===== config.mk =====
export PLATFORM = sky130hd
export DESIGN_NAME = dmem_arbiter
export DESIGN_NICKNAME = d
export VERILOG_FILES = /design/src/rtl/dmem_arbiter.sv
export SDC_FILE = /design/constraint.sdc
export NUM_CORES = 1
export LEC_CHECK = 0
export ABC_AREA = 1
export CORE_AREA = 2 2 119 121
export DETAILED_ROUTE_END_ITERATION = 6
export DIE_AREA = 0 0 121 123
export GPL_ROUTABILITY_DRIVEN = 0
export HOLD_SLACK_MARGIN = 0.1
export PLACE_DENSITY = 0.52
export SLEW_MARGIN = 20
export SYNTH_ARGS = -nofsm -noshare
export SYNTH_HDL_FRONTEND = slang
export SYNTH_SLANG_ARGS = --single-unit
export TNS_END_PERCENT = 20

===== constraint.sdc =====
create_clock -name clk -period 2.6 [get_ports clk]
set_clock_uncertainty 0.2 [all_clocks]
set_input_delay 0.65 -clock clk [delete_from_list [all_inputs] [get_ports clk]]
set_output_delay 0.65 -clock clk [all_outputs]
set_load 0.02 [all_outputs]

===== src/rtl/dmem_arbiter.sv =====
// Two-master data-memory arbiter with bounded lock ownership and a one-cycle read return.
// m0 is the core load/store port and m1 is the debug/loader port. A granted master can ask
// to keep ownership with its lock input, for at most LOCK_MAX consecutive beats.
// Define DMEM_ARB_RR_EN for round-robin contention. Without it, m0 always wins contention.
module dmem_arbiter #(
  parameter int unsigned ADDR_W   = 32,
  parameter int unsigned DATA_W   = 32,
  parameter int unsigned LOCK_MAX = 16
) (
  input  logic              clk,
  input  logic              rst,
  input  logic              m0_req,
  input  logic              m0_we,
  input  logic              m0_lock,
  input  logic [ADDR_W-1:0] m0_addr,
  input  logic [DATA_W-1:0] m0_wdata,
  output logic              m0_gnt,
  output logic              m0_rvalid,
  output logic [DATA_W-1:0] m0_rdata,
  input  logic              m1_req,
  input  logic              m1_we,
  input  logic              m1_lock,
  input  logic [ADDR_W-1:0] m1_addr,
  input  logic [DATA_W-1:0] m1_wdata,
  output logic              m1_gnt,
  output logic              m1_rvalid,
  output logic [DATA_W-1:0] m1_rdata,
  output logic              mem_en,
  output logic              mem_we,
  output logic [ADDR_W-1:0] mem_addr,
  output logic [DATA_W-1:0] mem_wdata,
  input  logic [DATA_W-1:0] mem_rdata
);

  localparam int unsigned CntW = $clog2(LOCK_MAX + 1);
  localparam logic [CntW-1:0] CntMax = CntW'(LOCK_MAX);

  typedef enum logic [1:0] {StIdle, StLock0, StLock1} state_e;

  state_e          state_q, state_d;
  logic            last_q, last_d;   // 1 means m1 held the most recent grant
  logic [CntW-1:0] cnt_q, cnt_d;
  logic            rv0_q, rv1_q;
  logic            gnt0, gnt1;
  logic            pick1;            // contention winner is m1
  logic            own_hit;
  logic            grant_lock;
  logic [CntW-1:0] beats;

`ifdef DMEM_ARB_RR_EN
  assign pick1 = ~last_q;
`else
  assign pick1 = 1'b0;
  logic unused_last;
  assign unused_last = last_q;
`endif

  // Grant: the lock owner keeps the port while it requests; otherwise arbitrate.
  always_comb begin
    gnt0 = 1'b0;
    gnt1 = 1'b0;
    if (!rst) begin
      if (state_q == StLock0 && m0_req) begin
        gnt0 = 1'b1;
      end else if (state_q == StLock1 && m1_req) begin
        gnt1 = 1'b1;
      end else if (m0_req && m1_req) begin
        gnt0 = ~pick1;
        gnt1 = pick1;
      end else begin
        gnt0 = m0_req;
        gnt1 = m1_req;
      end
    end
  end

  assign m0_gnt = gnt0;
  assign m1_gnt = gnt1;

  // Memory-side mux of the granted master; everything is zero with no grant.
  always_comb begin
    mem_en    = gnt0 | gnt1;
    mem_we    = 1'b0;
    mem_addr  = '0;
    mem_wdata = '0;
    if (gnt0) begin
      mem_we    = m0_we;
      mem_addr  = m0_addr;
      mem_wdata = m0_wdata;
    end else if (gnt1) begin
      mem_we    = m1_we;
      mem_addr  = m1_addr;
      mem_wdata = m1_wdata;
    end
  end

  // Next state: lock ownership and beat counting. A cycle with no grant always ends in idle.
  always_comb begin
    state_d    = StIdle;
    cnt_d      = '0;
    last_d     = last_q;
    own_hit    = gnt1 ? (state_q == StLock1) : (state_q == StLock0);
    grant_lock = gnt1 ? m1_lock : m0_lock;
    // A grant that does not continue an existing lock starts a new count from zero.
    beats      = (own_hit ? cnt_q : '0) + CntW'(1);
    if (gnt0 || gnt1) begin
      last_d = gnt1;
      // The beat that reaches LOCK_MAX releases the lock even if lock is still requested.
      if (grant_lock && beats < CntMax) begin
        state_d = gnt1 ? StLock1 : StLock0;
        cnt_d   = beats;
      end
    end
  end

  // State registers and the one-deep read-return pipeline.
  always_ff @(posedge clk or posedge rst) begin
    if (rst) begin
      state_q <= StIdle;
      last_q  <= 1'b1;
      cnt_q   <= '0;
      rv0_q   <= 1'b0;
      rv1_q   <= 1'b0;
    end else begin
      state_q <= state_d;
      last_q  <= last_d;
      cnt_q   <= cnt_d;
      rv0_q   <= gnt0 & ~m0_we;
      rv1_q   <= gnt1 & ~m1_we;
    end
  end

  assign m0_rvalid = rv0_q;
  assign m1_rvalid = rv1_q;
  assign m0_rdata  = mem_rdata;
  assign m1_rdata  = mem_rdata;

endmodule


# Yosys cells after proc, flatten, opt, wreduce, memory -nomap -nowiden
# Cells that the tools add are included.
# Widths: inputs -> output; s select.
# totals
word_cells	40
in_bits	168
out_inout_bits	134
regBits	9
# op_classes
n_eq_ne	2
n_reduce_logical	5
magnitude_cmp	1
addsub	1
mux	22
n_bitwise	5
# op_table
operator	count
$mux 32	4
$mux 5	3
$mux 1	12
$mux 2	3
$add 5x1->5 const B	1
$lt 5x5->1 const B	1
$logic_and 1x1->1	4
$and 1x1->1	2
$eq 2x1->1 const B	1
$eq 2x2->1 const B	1
$not 1->1	2
$logic_or 1x1->1	1
$or 1x1->1	1

# Depth between registers and ports, before layout
# logic_depth
word_depth	12
mapped_depth	11
ltp_nobuf	11

# Worst setup path after synthesis
# Ideal clock, no wire load.
# synth_timing
kind	input port to output port
startpoint	input port rst
endpoint	output port mem_we
t_arrival_ns	1.600
t_required_ns	1.750
setup_slack_ns	0.150
path_buffers	1
stages	6
path_cell_list	inv_2 -> nand3_2 -> nand2_2 -> buf_4 -> nand2_1 -> a21oi_1
# synth_between
elab_chain_len	3
elab_cells_between_ends	4
cone_classes	4 x mux
# synth_rtl
element	line_no	source
start: declaration	11	input logic rst,
$mux 1	62	if (!rst) begin
via m1_gnt	25	output logic m1_gnt,
$mux 1	90	end else if (gnt1) begin
$mux 1	86	if (gnt0) begin
end: declaration	29	output logic mem_we,
# The timed path passes the listed nets, and every way through them passes these cells.

# Worst setup path in the final report
# layout_timing
startpoint	input port m0_req
endpoint	output port mem_wdata[25]
# layout_between
elab_chain_len	7
elab_cells_between_ends	12
cone_classes	10 x mux; 2 x reduce/logical
# layout_rtl
element	line_no	source
start: declaration	12	input logic m0_req,
$logic_and 1x1->1	67	end else if (m0_req && m1_req) begin
$mux 1	67	
$mux 1	65	end else if (state_q == StLock1 && m1_req) begin
$mux 1	63	if (state_q == StLock0 && m0_req) begin
$mux 1	62	
$mux 32	90	
$mux 32 (*)	86	
end: declaration	31	output logic [DATA_W-1:0] mem_wdata,
# Every way passes the cells marked *; elsewhere a longest branch is shown, timed or not.

==> impl_summary.log <==
[metrics] post-synthesis mux area share: 0%
[metrics] number of placed I/O pins: 302
[metrics] number of placed instances, taps included: 533
[metrics] clock tree from TritonCTS: yes
[metrics] combinational family with the most area after synthesis: buffers and inverters
[metrics] fraction of layout instances using a drive strength above 1: 33.8%
[metrics] highest achievable clock rate: 376 MHz
[metrics] row cnt: 43
[metrics] post-route clock period utilization: 102%
[metrics] area share of fa/ha/maj cells after synthesis: 0.740%
[metrics] most frequent cells in the layout: sky130_fd_sc_hd__clkdlybuf4s50_1, sky130_fd_sc_hd__a22o_1, sky130_fd_sc_hd__buf_6, sky130_fd_sc_hd__buf_4
[metrics] Leak Pwr: 1.82 nW
[metrics] largest net degree at the start of global routing: 17
[metrics] signal arrival time at the worst endpoint: 1810 ps
[metrics] met1 capacity usage during global routing: 16.3%
[metrics] slowest cell on the critical path: sky130_fd_sc_hd__a22o_1
[metrics] startpoint type of the worst setup path: input port
[metrics] number of H-tree branching levels: 1
[metrics] type of the most critical hold path: input port to async pin
[metrics] run status: complete, but fails checks
[metrics] total number of nets in the final design: 552
[metrics] Worst Path Class, Setup: input port to output pin
[metrics] detailed-routing iteration count for the pre-antenna-repair pass: 4
[metrics] share of the core filled with cells: 30.1%
[metrics] power per unit of standard cell area: 273 mW/mm^2
[metrics] data required time of the critical path: 1750 ps
[metrics] cell family contributing the most delay on the critical path: buffers and inverters
[metrics] worst vdd ir: 193 uV
[metrics] cell breakdown of the critical path: buf_6 -> inv_4 -> buf_6 -> nand3_4 -> nand2_8 -> buf_12 -> buf_12 -> buf_16 -> a22o_1 -> buf_6
[metrics] Worst Setup End Kind: output pin
[metrics] count of antenna diodes in the layout: 0
[metrics] shortest period the worst path allows: 2660 ps
[metrics] Final Slew Violations: 0
[metrics] setup repair after global routing missed its margin: yes
[metrics] Routed Antenna Nets: 0
[metrics] slowest cell delay on critical path: 240 ps
[metrics] number of clock sinks: 9
[metrics] worst-path maximum fanout: 8
[metrics] overall global routing resource usage: 13.5%
[metrics] final count of hold timing violations: 0
[metrics] clock-pin slew on the worst setup and hold paths: 40 ps
[metrics] busiest metal layer after global routing: met2
[metrics] share of the synthesized netlist area taken by xor and xnor gates: 0%
[metrics] setup slack of the critical path after layout: -62.9 ps
[metrics] starting density of the core: 12.4%
[metrics] number of global-route vias before repair: 2325
[metrics] leading cell type in the layout, fill and taps excluded: sky130_fd_sc_hd__clkdlybuf4s50_1
[metrics] placeable core region: 0.0136 sq mm
[metrics] synthesized-area fraction occupied by ao, oa, aoi and oai cells: 33.8%
[metrics] Clock Path Buffers: 2
[metrics] number of cells in the finished layout apart from fillers: 562
[metrics] violated checks: setup timing
[metrics] number of max-cap violations: 0
[metrics] setup TNS after final layout: -1060 ps
[metrics] worst reg2reg path startpoint: state_q[0]
[metrics] simple-gate share of the synthesized area: 12.5%
[metrics] cell with the most instances on the worst path: sky130_fd_sc_hd__buf_6
[metrics] overflow left after global routing: 0
[metrics] crit path launch: m0_req
[metrics] gate count of the mapped netlist: 212
[metrics] met3 demand-to-capacity share in global routing: 4.20%
[metrics] setup violation total in the final timing report: 38
[metrics] detailed-placement wirelength estimate: 6800 microns
[metrics] via count: 2176
[metrics] detailed-route DRC error count: 0
[metrics] height of the chip: 123 microns
[metrics] total clock buffers created by CTS: 3
[metrics] flop and latch count out of synthesis: 9
[metrics] insertion delay to the later sink of the worst-skew pair: 230 ps
[metrics] global-route wire length before repair: 14700 microns
[metrics] Detailed Route WL: 10600 microns
[metrics] Wirelength per Cell: 18.8 microns
[metrics] synthesis-to-finish area growth: 143%
[metrics] DRC violation total after the first TritonRoute iteration: 86
[metrics] total nets after synthesis: 381
[metrics] global routing usage on met2: 23.7%
[metrics] post-synthesis sequential area ratio: 13.3%
[metrics] number of library cell types mapped by synthesis: 21
[metrics] CTS Root Cell: sky130_fd_sc_hd__clkbuf_16
[metrics] mapped cell area: 0.00169 sq mm
[metrics] synthesis warning total: 0
[metrics] vias per cell: 3.87
[metrics] total buffers and inverters traversed by the critical path: 7
[metrics] full die area: 0.0149 sq mm
[metrics] synthesized area divided by synthesized cell count: 7.97 sq um
[metrics] post-layout power: 1.12 mW
[metrics] antenna violations before repair: 0
[metrics] total of buffers placed on input and output ports: 205
[metrics] number of hold-repair buffers added at the cts stage: 0
[metrics] floorplan die width: 121 microns
[report_power, final]
part	switching, mW	leakage [nW]	internal [mW]	total [mW]
Combinational	0.278	1.66	0.426	0.704
Sequential	0.00195	0.121	0.145	0.147
Clock	0.0638	0.0382	0.205	0.268
[final cells by class]
type	instances	area (sq um)
clock buffers	4	78.8
fillers	1452	9510
inverters	12	55.1
multi-input cells	113	848
flip-flops and latches	9	225
well taps	180	225
repair buffers	244	2670
[registers in the layout (all words and copies together), names as in the netlist]
name       count
cnt_q          5
m1_rvalid      1
state_q        2
m0_rvalid      1
[worst register-to-register path: stages (launching register included)]
cell and delay [ps]:
sky130_fd_sc_hd__dfrtp_1 390, sky130_fd_sc_hd__nor2_4 150, sky130_fd_sc_hd__nand2_4 90, sky130_fd_sc_hd__buf_4 130
sky130_fd_sc_hd__buf_4 130, sky130_fd_sc_hd__nand2_2 80, sky130_fd_sc_hd__inv_1 40, sky130_fd_sc_hd__nor2_1 90
sky130_fd_sc_hd__ha_1 220, sky130_fd_sc_hd__nand4_1 110, sky130_fd_sc_hd__nand2_1 100, sky130_fd_sc_hd__nand3_2 120
sky130_fd_sc_hd__nor2_1 120
[layer usage]
layer / wire length, microns / part of all wire, %
met2: 5160 / 49
met5: 0 / 0
met4: 130 / 1.2
met1: 4220 / 40
met3: 1060 / 10
[metrics by stage]
stage | setup slack [ps] | hold slack (ps) | area (sq um)
detailed placement | -892 | 392 | 3490
floorplan | 150 | 237 | 1690
finish | -62.9 | 276 | 4100
global route | -97.9 | 288 | 4100
global placement | -881 | 389 | 3490
CTS | -84.6 | 274 | 4070
[repair_timing]
action	in CTS	in global routing
buffers inserted	14	0
gates resized for setup	383	22
endpoints found under the setup margin	68	64
cloned	12	0
hold endpoints to repair	0	0
pin swaps	12	9
[cell usage after synthesis]
cell | n | area [sq um]
sky130_fd_sc_hd__dfrtp_1 | 9 | 225
sky130_fd_sc_hd__a21oi_2 | 1 | 8.76
sky130_fd_sc_hd__nor2_2 | 1 | 6.26
sky130_fd_sc_hd__nand4_1 | 2 | 12.5
sky130_fd_sc_hd__nor2_4 | 1 | 11.3
sky130_fd_sc_hd__conb_1 | 1 | 3.75
sky130_fd_sc_hd__inv_1 | 9 | 33.8
sky130_fd_sc_hd__nand2_1 | 20 | 75.1
sky130_fd_sc_hd__o21ai_1 | 1 | 5.00
sky130_fd_sc_hd__buf_6 | 11 | 124
sky130_fd_sc_hd__inv_2 | 3 | 11.3
sky130_fd_sc_hd__buf_4 | 65 | 488
sky130_fd_sc_hd__a22o_1 | 63 | 552
sky130_fd_sc_hd__nand3_2 | 2 | 20.0
sky130_fd_sc_hd__nand2_2 | 4 | 25.0
sky130_fd_sc_hd__buf_2 | 2 | 10.0
sky130_fd_sc_hd__nand3_1 | 2 | 10.0
sky130_fd_sc_hd__nor2_1 | 12 | 45.0
sky130_fd_sc_hd__or2_2 | 1 | 6.26
sky130_fd_sc_hd__a21oi_1 | 1 | 5.00
sky130_fd_sc_hd__ha_1 | 1 | 12.5
[path summary, 6_finish.rpt]
path | depth (start not counted) | end | slack, ps
max | 10 | mem_wdata[25] | -60
min | 3 | state_q[1] | 280
max reg2reg | 12 | state_q[0] | 560
min reg2reg | 3 | cnt_q[3] | 400
max in group asynchronous | 3 | m0_rvalid | 1790
min in group clk | 3 | cnt_q[3] | 400
[kinds of logic after synthesis]
kind of cell               Yosys count
DFF                                  9
buffers and inverters               90
other                                1
and+or+nand+nor                     45
adders and majority gates            1
AOI/OAI and AO/OA                   66
(Power assumes the default switching activity.)
